--- src/rtl/boot_reset_sequencer.sv ---
// boot_reset_sequencer: staged SoC reset release (fabric, then CPU) with
// CPU reset-vector selection, reset-cause capture and a saturating
// reset-event counter.
module boot_reset_sequencer #(
  parameter int unsigned SYS_HOLD       = 16,
  parameter int unsigned CPU_HOLD       = 8,
  parameter logic [31:0] DEFAULT_VECTOR = 32'h6000_0000
) (
  input  logic        clk12,
  input  logic        reset,
  input  logic        clk_ok,
  input  logic [31:0] trimming_reset,
  input  logic        trimming_reset_ena,
  input  logic        wdt_reset_req,
  input  logic        sw_reset_req,
  output logic        sys_rst,
  output logic        cpu_rst,
  output logic [31:0] cpu_reset_vector,
  output logic        vector_misaligned,
  output logic [1:0]  reset_cause,
  output logic [7:0]  reset_count,
  output logic        seq_busy
);

  localparam logic [7:0] SYS_LAST = 8'(SYS_HOLD - 1);
  localparam logic [7:0] CPU_LAST = 8'(CPU_HOLD - 1);

  typedef enum logic [1:0] {
    ST_RESET    = 2'd0,
    ST_STRETCH  = 2'd1,
    ST_CPU_WAIT = 2'd2,
    ST_RUN      = 2'd3
  } state_t;

  state_t      state;
  logic [7:0]  hold_cnt;
  // Power-on values: the event counter starts at zero after configuration
  // and the edge detector must not see a phantom high on the first cycle.
  logic [7:0]  count_q = '0;
  logic        reset_d = 1'b0;

  logic [31:0] vec_next;
  logic        mis_next;
  logic        accept;
  logic        count_inc;

  // Vector selection rule shared by the reset-exit and internal-event paths.
  always_comb begin
    vec_next = DEFAULT_VECTOR;
    mis_next = 1'b0;
    if (trimming_reset_ena) begin
      vec_next = {trimming_reset[31:2], 2'b00};
      mis_next = |trimming_reset[1:0];
    end
  end

  // Internal reset acceptance and event counting qualifier.
  always_comb begin
    accept    = !reset && (state == ST_RUN) && (wdt_reset_req || sw_reset_req);
    count_inc = (reset && !reset_d) || accept;
  end

  // Saturating reset-event counter; external reset counts once per rising edge.
  always_ff @(posedge clk12) begin
    reset_d <= reset;
    if (count_inc && (count_q != 8'hFF))
      count_q <= count_q + 8'd1;
  end

  assign reset_count = count_q;

  // Sequencer FSM with registered outputs.
  always_ff @(posedge clk12) begin
    if (reset) begin
      state             <= ST_RESET;
      hold_cnt          <= '0;
      sys_rst           <= 1'b1;
      cpu_rst           <= 1'b1;
      seq_busy          <= 1'b1;
      cpu_reset_vector  <= DEFAULT_VECTOR;
      vector_misaligned <= 1'b0;
      reset_cause       <= 2'b01;
    end else begin
      case (state)
        ST_RESET: begin
          state             <= ST_STRETCH;
          hold_cnt          <= '0;
          cpu_reset_vector  <= vec_next;
          vector_misaligned <= mis_next;
        end
        ST_STRETCH: begin
          if (clk_ok) begin
            if (hold_cnt == SYS_LAST) begin
              state    <= ST_CPU_WAIT;
              hold_cnt <= '0;
              sys_rst  <= 1'b0;
            end else begin
              hold_cnt <= hold_cnt + 8'd1;
            end
          end
        end
        ST_CPU_WAIT: begin
          if (hold_cnt == CPU_LAST) begin
            state    <= ST_RUN;
            hold_cnt <= '0;
            cpu_rst  <= 1'b0;
            seq_busy <= 1'b0;
          end else begin
            hold_cnt <= hold_cnt + 8'd1;
          end
        end
        ST_RUN: begin
          if (accept) begin
            state             <= ST_STRETCH;
            hold_cnt          <= '0;
            sys_rst           <= 1'b1;
            cpu_rst           <= 1'b1;
            seq_busy          <= 1'b1;
            cpu_reset_vector  <= vec_next;
            vector_misaligned <= mis_next;
            reset_cause       <= wdt_reset_req ? 2'b10 : 2'b11;
          end
        end
        default: state <= ST_RESET;
      endcase
    end
  end

endmodule

--- config.mk ---
export PLATFORM = sky130hd
export DESIGN_NAME = boot_reset_sequencer
export DESIGN_NICKNAME = d
export VERILOG_FILES = /design/src/rtl/boot_reset_sequencer.sv
export SDC_FILE = /design/constraint.sdc
export NUM_CORES = 1
export LEC_CHECK = 0
export ABC_AREA = 1
export ABC_CLOCK_PERIOD_IN_PS = 1700
export BUFFER_PORTS_ARGS = -buffer_cell sky130_fd_sc_hd__buf_2
export CAP_MARGIN = 15
export CORE_UTILIZATION = 35
export CTS_CLUSTER_DIAMETER = 50
export DETAILED_ROUTE_END_ITERATION = 10
export SLEW_MARGIN = 20
export SYNTH_ARGS = -nofsm -noshare
export SYNTH_HDL_FRONTEND = slang
export SYNTH_SLANG_ARGS = --single-unit
--- constraint.sdc ---
create_clock -name clk12 -period 1.7 [get_ports clk12]
set_clock_uncertainty 0.2 [all_clocks]
set_input_delay 0.34 -clock clk12 [delete_from_list [all_inputs] [get_ports clk12]]
set_output_delay 0.34 -clock clk12 [all_outputs]
set_load 0.05 [all_outputs]
* Yosys cells after proc, flatten, opt, wreduce, memory -nomap -nowiden
Index checks and enable logic that the tools add are counted.
** Storage, ports and cells
- Flip-flop bits (word level) :: 56
- Input bits :: 38
** Operators by class
- Equality and inequality tests :: 10
- Reduce and logical (&&, ||, !) cells :: 19
- Add/subtract/negate cells :: 2
- Mux-type cells :: 23
** Operators by type and width (count)
- $mux W32 :: 2
- $pmux W32 S2 :: 1
- $mux W8 :: 4
- $pmux W8 S4 :: 1
- $add A8 B1 Y8 const B :: 2
- $eq A8 B3 Y1 const B :: 1
- $eq A8 B4 Y1 const B :: 1
- $mux W2 :: 4
- $ne A2 B2 Y1 const B :: 4
- $ne A8 B8 Y1 const B :: 1
- $pmux W2 S4 :: 1
- $reduce_and A4 Y1 :: 2
- $mux W1 :: 7
- $pmux W1 S2 :: 3
- $reduce_and A2 Y1 :: 3
- $reduce_bool A2 Y1 :: 3
- $eq A2 B2 Y1 const B :: 2
- $logic_and A1 B1 Y1 :: 4
- $reduce_and A3 Y1 :: 1
- $eq A2 B1 Y1 const B :: 1
- $logic_not A1 Y1 :: 2
- $logic_not A2 Y1 :: 1
- $logic_or A1 B1 Y1 :: 2
- $reduce_or A2 Y1 :: 1

* Logic depth before layout (Yosys ltp)
- Depth in word-level cells :: 5
- Depth in mapped cells :: 10

* Least setup slack after synthesis
No wires, ideal clock.
- Path kind :: register -> register
- Start point :: register count_q[0] (netlist: reset_count[0])
- End point :: register count_q[0] (netlist: reset_count[0]) (enable)
- Arrival :: 1.594 ns
- Period minus slack after synthesis :: 2.066 ns
- Buffers on the path :: 0
- Setup slack :: -0.366 ns
- Cell stages (with the launch flop) :: 7
- Cell sequence :: edfxtp_1 > ha_1 > nand3_1 > nor3b_1 > nand3_1 > nand2_1 > inv_1
** Between the ends
- Cells in the longest elaborated chain, start to end :: 2
** RTL lines
- start: declaration :: RTL line 39 : logic [7:0] count_q = '0;
- start signal: assignment :: RTL line 67 : count_q <= count_q + 8'd1;
- $ne A8 B8 Y1 :: RTL line 66 : if (count_inc && (count_q != 8'hFF))
- $logic_and A1 B1 Y1 :: RTL line 66
Every way passes these cells.
A chain may end at the register's enable or synchronous reset.

* Worst setup path after layout
- Start point :: register state[1]
- End point :: register cpu_reset_vector[29]
** Between the ends
- Cells in the longest elaborated chain, start to end :: 5
- Elaborated cells on any way between the ends :: 8
- Those cells by class :: eq/ne (2); mux (1); reduce/logical (5)
** RTL lines
- start: declaration :: RTL line 35 : state_t state;
- start signal: assignment :: RTL line 75 : state <= ST_RESET;
- start signal: assignment :: RTL line 86 : state <= ST_STRETCH;
- start signal: assignment :: RTL line 94 : state <= ST_CPU_WAIT;
- $eq A2 B2 Y1 :: RTL line 59, 84
- $logic_and A1 B1 Y1 (2 in series) :: RTL line 59 : accept = !reset && (state == ST_RUN) && (wdt_reset_req || sw_reset_req);
- $ne A2 B2 Y1 (no line)
- $reduce_and A2 Y1 (no line)
- end signal: assignment :: RTL line 88 : cpu_reset_vector <= vec_next;
- end signal: assignment :: RTL line 119 : cpu_reset_vector <= vec_next;
- end: declaration :: RTL line 18 : output logic [31:0] cpu_reset_vector,
Several ways; a longest one is shown, not always the timed one.

==> key figures <==
Outcome
  – Status: complete, no violations

Critical path
  – Critical-path cell list: ha_4, inv_2, nor2_2, nand2_2, o21ai_4, buf_6, clkbuf_16, o21ai_0, nand3_1
  – R2R cell count: 9
  – Worst path max stage delay: around 0.38 ns
  – Critical Path RT: about 1.7 ns
  – CP endpoint kind: flip-flop
  – CP max-delay cell: dfxtp_4
  – Crit path kind: reg -> reg
  – CP Max Fanout: 11
  – Worst EP arrival: ~1.6 ns
  – Worst setup SP type: flip-flop

Finish
  – Antenna cell count: 0
  – Most common cell after layout, fill and taps aside: buf_2
  – Most frequent cells in the layout: buf_2, nand2_1, nand3_1, dfxtp_1, a21oi_1
  – Synthesis-to-layout area growth: 33.5%
  – Layout cells sized above 1: 0.371
  – Nets: 446

Route
  – Routed wire length: 5800 um
  – 1st-pass router iterations: 4
  – Vias per inst: around 4.6
  – Post-route ant nets: 0
  – DR vias: 2312
  – Residual DRC: 0
  – DRT iter0 DRCs: 46
  – Average wire per cell in the routed design: ~12 um

Timing
  – Setup Viol. Count Final: 0
  – Minimum clock period: 1.61 ns
  – RSZ-0062 raised after global routing: true
  – Fin. Hold Viols: 0
  – Fin. max-slew vios: 0
  – Tcrit/Tclk final: 0.945
  – WHS: between 0.07 and 0.08 ns
  – Max Clk Rate: 622 MHz
  – Post-Route Setup TNS: 0 ns

Placement
  – Routability Congestion: 0.768
  – Dpl hpwl: a little over 4000 um
  – Input/output buffers: 81

Floorplan
  – Core ar.: between 0.006 and 0.007 mm^2
  – Starting density of the core: 0.365
  – Io pins: 84
  – Die area: 0.00747 mm^2
  – Die Wd: 86.5 um
  – Die Span Y: 86.5 um
  – # rows: 30

Yosys
  – Post-synthesis cell count: 303
  – Synth Area in Compound Gates: 0.117
  – Post-synthesis xor/xnor area fraction: 0.0246
  – Share of synthesized cell area in full adder, half adder and majority cells: 0.0351
  – Syn. warnings: 0
  – Cell Area, Synth: about 0.0025 mm^2
  – Simple-Gate Fraction of Synth Area: 0.244
  – Main combinational cell family by area after synthesis: simple AND/OR/NAND/NOR gates
  – Seq cells post-synth: 54
  – Avg Cell Area, Syn: approximately 8.2 um^2
  – Unique masters post-synth: 32
  – Sequential area share after synthesis: 0.465
  – Mux contribution to synthesized area: 0

Worst hold path
  – Hold/Removal Path Class: in -> reg
  – Hold Crit Depth: 2

Clocking
  – H-tree depth: 2
  – CTS Sinks: 54
  – Worst-Skew Late Latency: ~0.30 ns
  – Worst-path clk slew: ~0.10 ns
  – CTS root buf: clkbuf_8
  – TritonCTS Buffers: 5
  – Hold buffers post-CTS: 0
  – Clock tree from TritonCTS: built
  – Clock tree buffer depth: 2

Global routing
  – Antenna violations before repair: 0
  – Number of global-route vias before repair: between 2000 and 2500
  – Largest net degree at the start of global routing: 25
  – Global-route wire length before repair: just under 9000 um
  – GRT Overall Usage: 0.148
  – Grt total ovfl: 0

Power
  – Pwr dens: 1620 mW/mm^2
  – Leak pwr: ~1.5 nW
  – Peak VDD IR: 0.000642 V

Run
  – Max-Cap Viols: 0
## area by class of cell
cell class	count	area, um^2
Clock buffer	6	93.8
Clock inverter	2	13.8
Fill cell	704	3500
Inverter	28	110
Multi-Input combinational cell	205	1150
Sequential cell	54	1170
Tap cell	96	120
Timing Repair Buffer	107	669
## worst paths after layout
check             slack (ns)            startpoint                    to
hold / removal          0.07         wdt_reset_req        reset_cause[0]
hold reg to reg         0.26  cpu_reset_vector[17]  cpu_reset_vector[17]
setup reg to reg        0.09              state[1]  cpu_reset_vector[29]
setup / recovery        0.09              state[1]  cpu_reset_vector[29]
## metrics by stage
stage                     power (mW)  instance area [um^2]  setup WS, ns   util  std cells
final                           5.40                  3330        0.0931  0.488        498
after global routing            5.76                  3330       -0.0177  0.488        498
after CTS                       4.92                  3120       0.00996  0.457        489
after detailed placement        4.09                  3010      -0.00394  0.441        481
after global placement          4.08                  3010        0.0398  0.441        481
after floorplan                 3.56                  2510        -0.282      -        304
## per-layer routing
layer  GRT usage  share of wire  vias up
met4      0.0379         0.0047        0
met5           0              0        -
li1            -              -     1174
met2       0.256           0.50       52
met1       0.182           0.46     1084
met3      0.0381          0.039        2
## flip-flops by register name, indices dropped and copies added (netlist names)
name               cells
hold_cnt               8
state                  2
sys_rst                1
reset_d                1
seq_busy               1
reset_count            8
vector_misaligned      1
cpu_reset_vector      30
reset_cause            2
## synth_stat cells
master         instances  area, um^2
nand2_1               66         248
dfxtp_1               46         921
nand3_1               43         215
a21oi_1               31         155
inv_1                 24        90.1
nor2_1                22        82.6
buf_6                  9         101
edfxtp_1               8         240
o21ai_0                8        40.0
ha_1                   7        87.6
xor2_1                 5        43.8
a21oi_2                3        26.3
buf_4                  3        22.5
clkbuf_8               3        41.3
inv_2                  3        11.3
nand2_2                2        12.5
nand3_2                2        20.0
nor3_1                 2        10.0
o21bai_1               2        15.0
xnor2_1                2        17.5
a211oi_1               1        7.51
clkbuf_1               1        3.75
clkinv_1               1        3.75
conb_1                 1        3.75
dlygate4sd1_1          1        8.76
nand4_1                1        6.26
nor2_2                 1        6.26
nor3b_1                1        7.51
o211ai_1               1        7.51
o21ai_1                1        5.00
o21ai_4                1        16.3
o21bai_4               1        18.8
## where the power goes
part	internal, mW	total, mW	switching (mW)
combinational	1.10	2.90	1.80
sequential	1.54	1.69	0.149
clock	0.383	0.811	0.428
total	3.02	5.40	2.38
## worst max-delay path, delay by kind of cell, from the launching register on
family,cells,cell delay (ns)
buffers and inverters,3,0.35
adders and majority gates,1,0.17
and+or+nand+nor,3,0.24
DFF,1,0.38
AOI/OAI and AO/OA,2,0.16
## timing repair
action,4_1_cts,5_1_grt
resized for setup,2,29
gates cloned,0,3
pin swaps,0,5
setup endpoints to repair,22,51
setup buffers,0,6
## kinds of logic after synthesis
family,after synthesis
adder cells (fa/ha/maj),7
XOR/XNOR,7
buffers and inverters,45
AO/OA/AOI/OAI,49
other,1
AND/OR/NAND/NOR,140
flip-flops,54
Power figures use the tool's default switching activity.
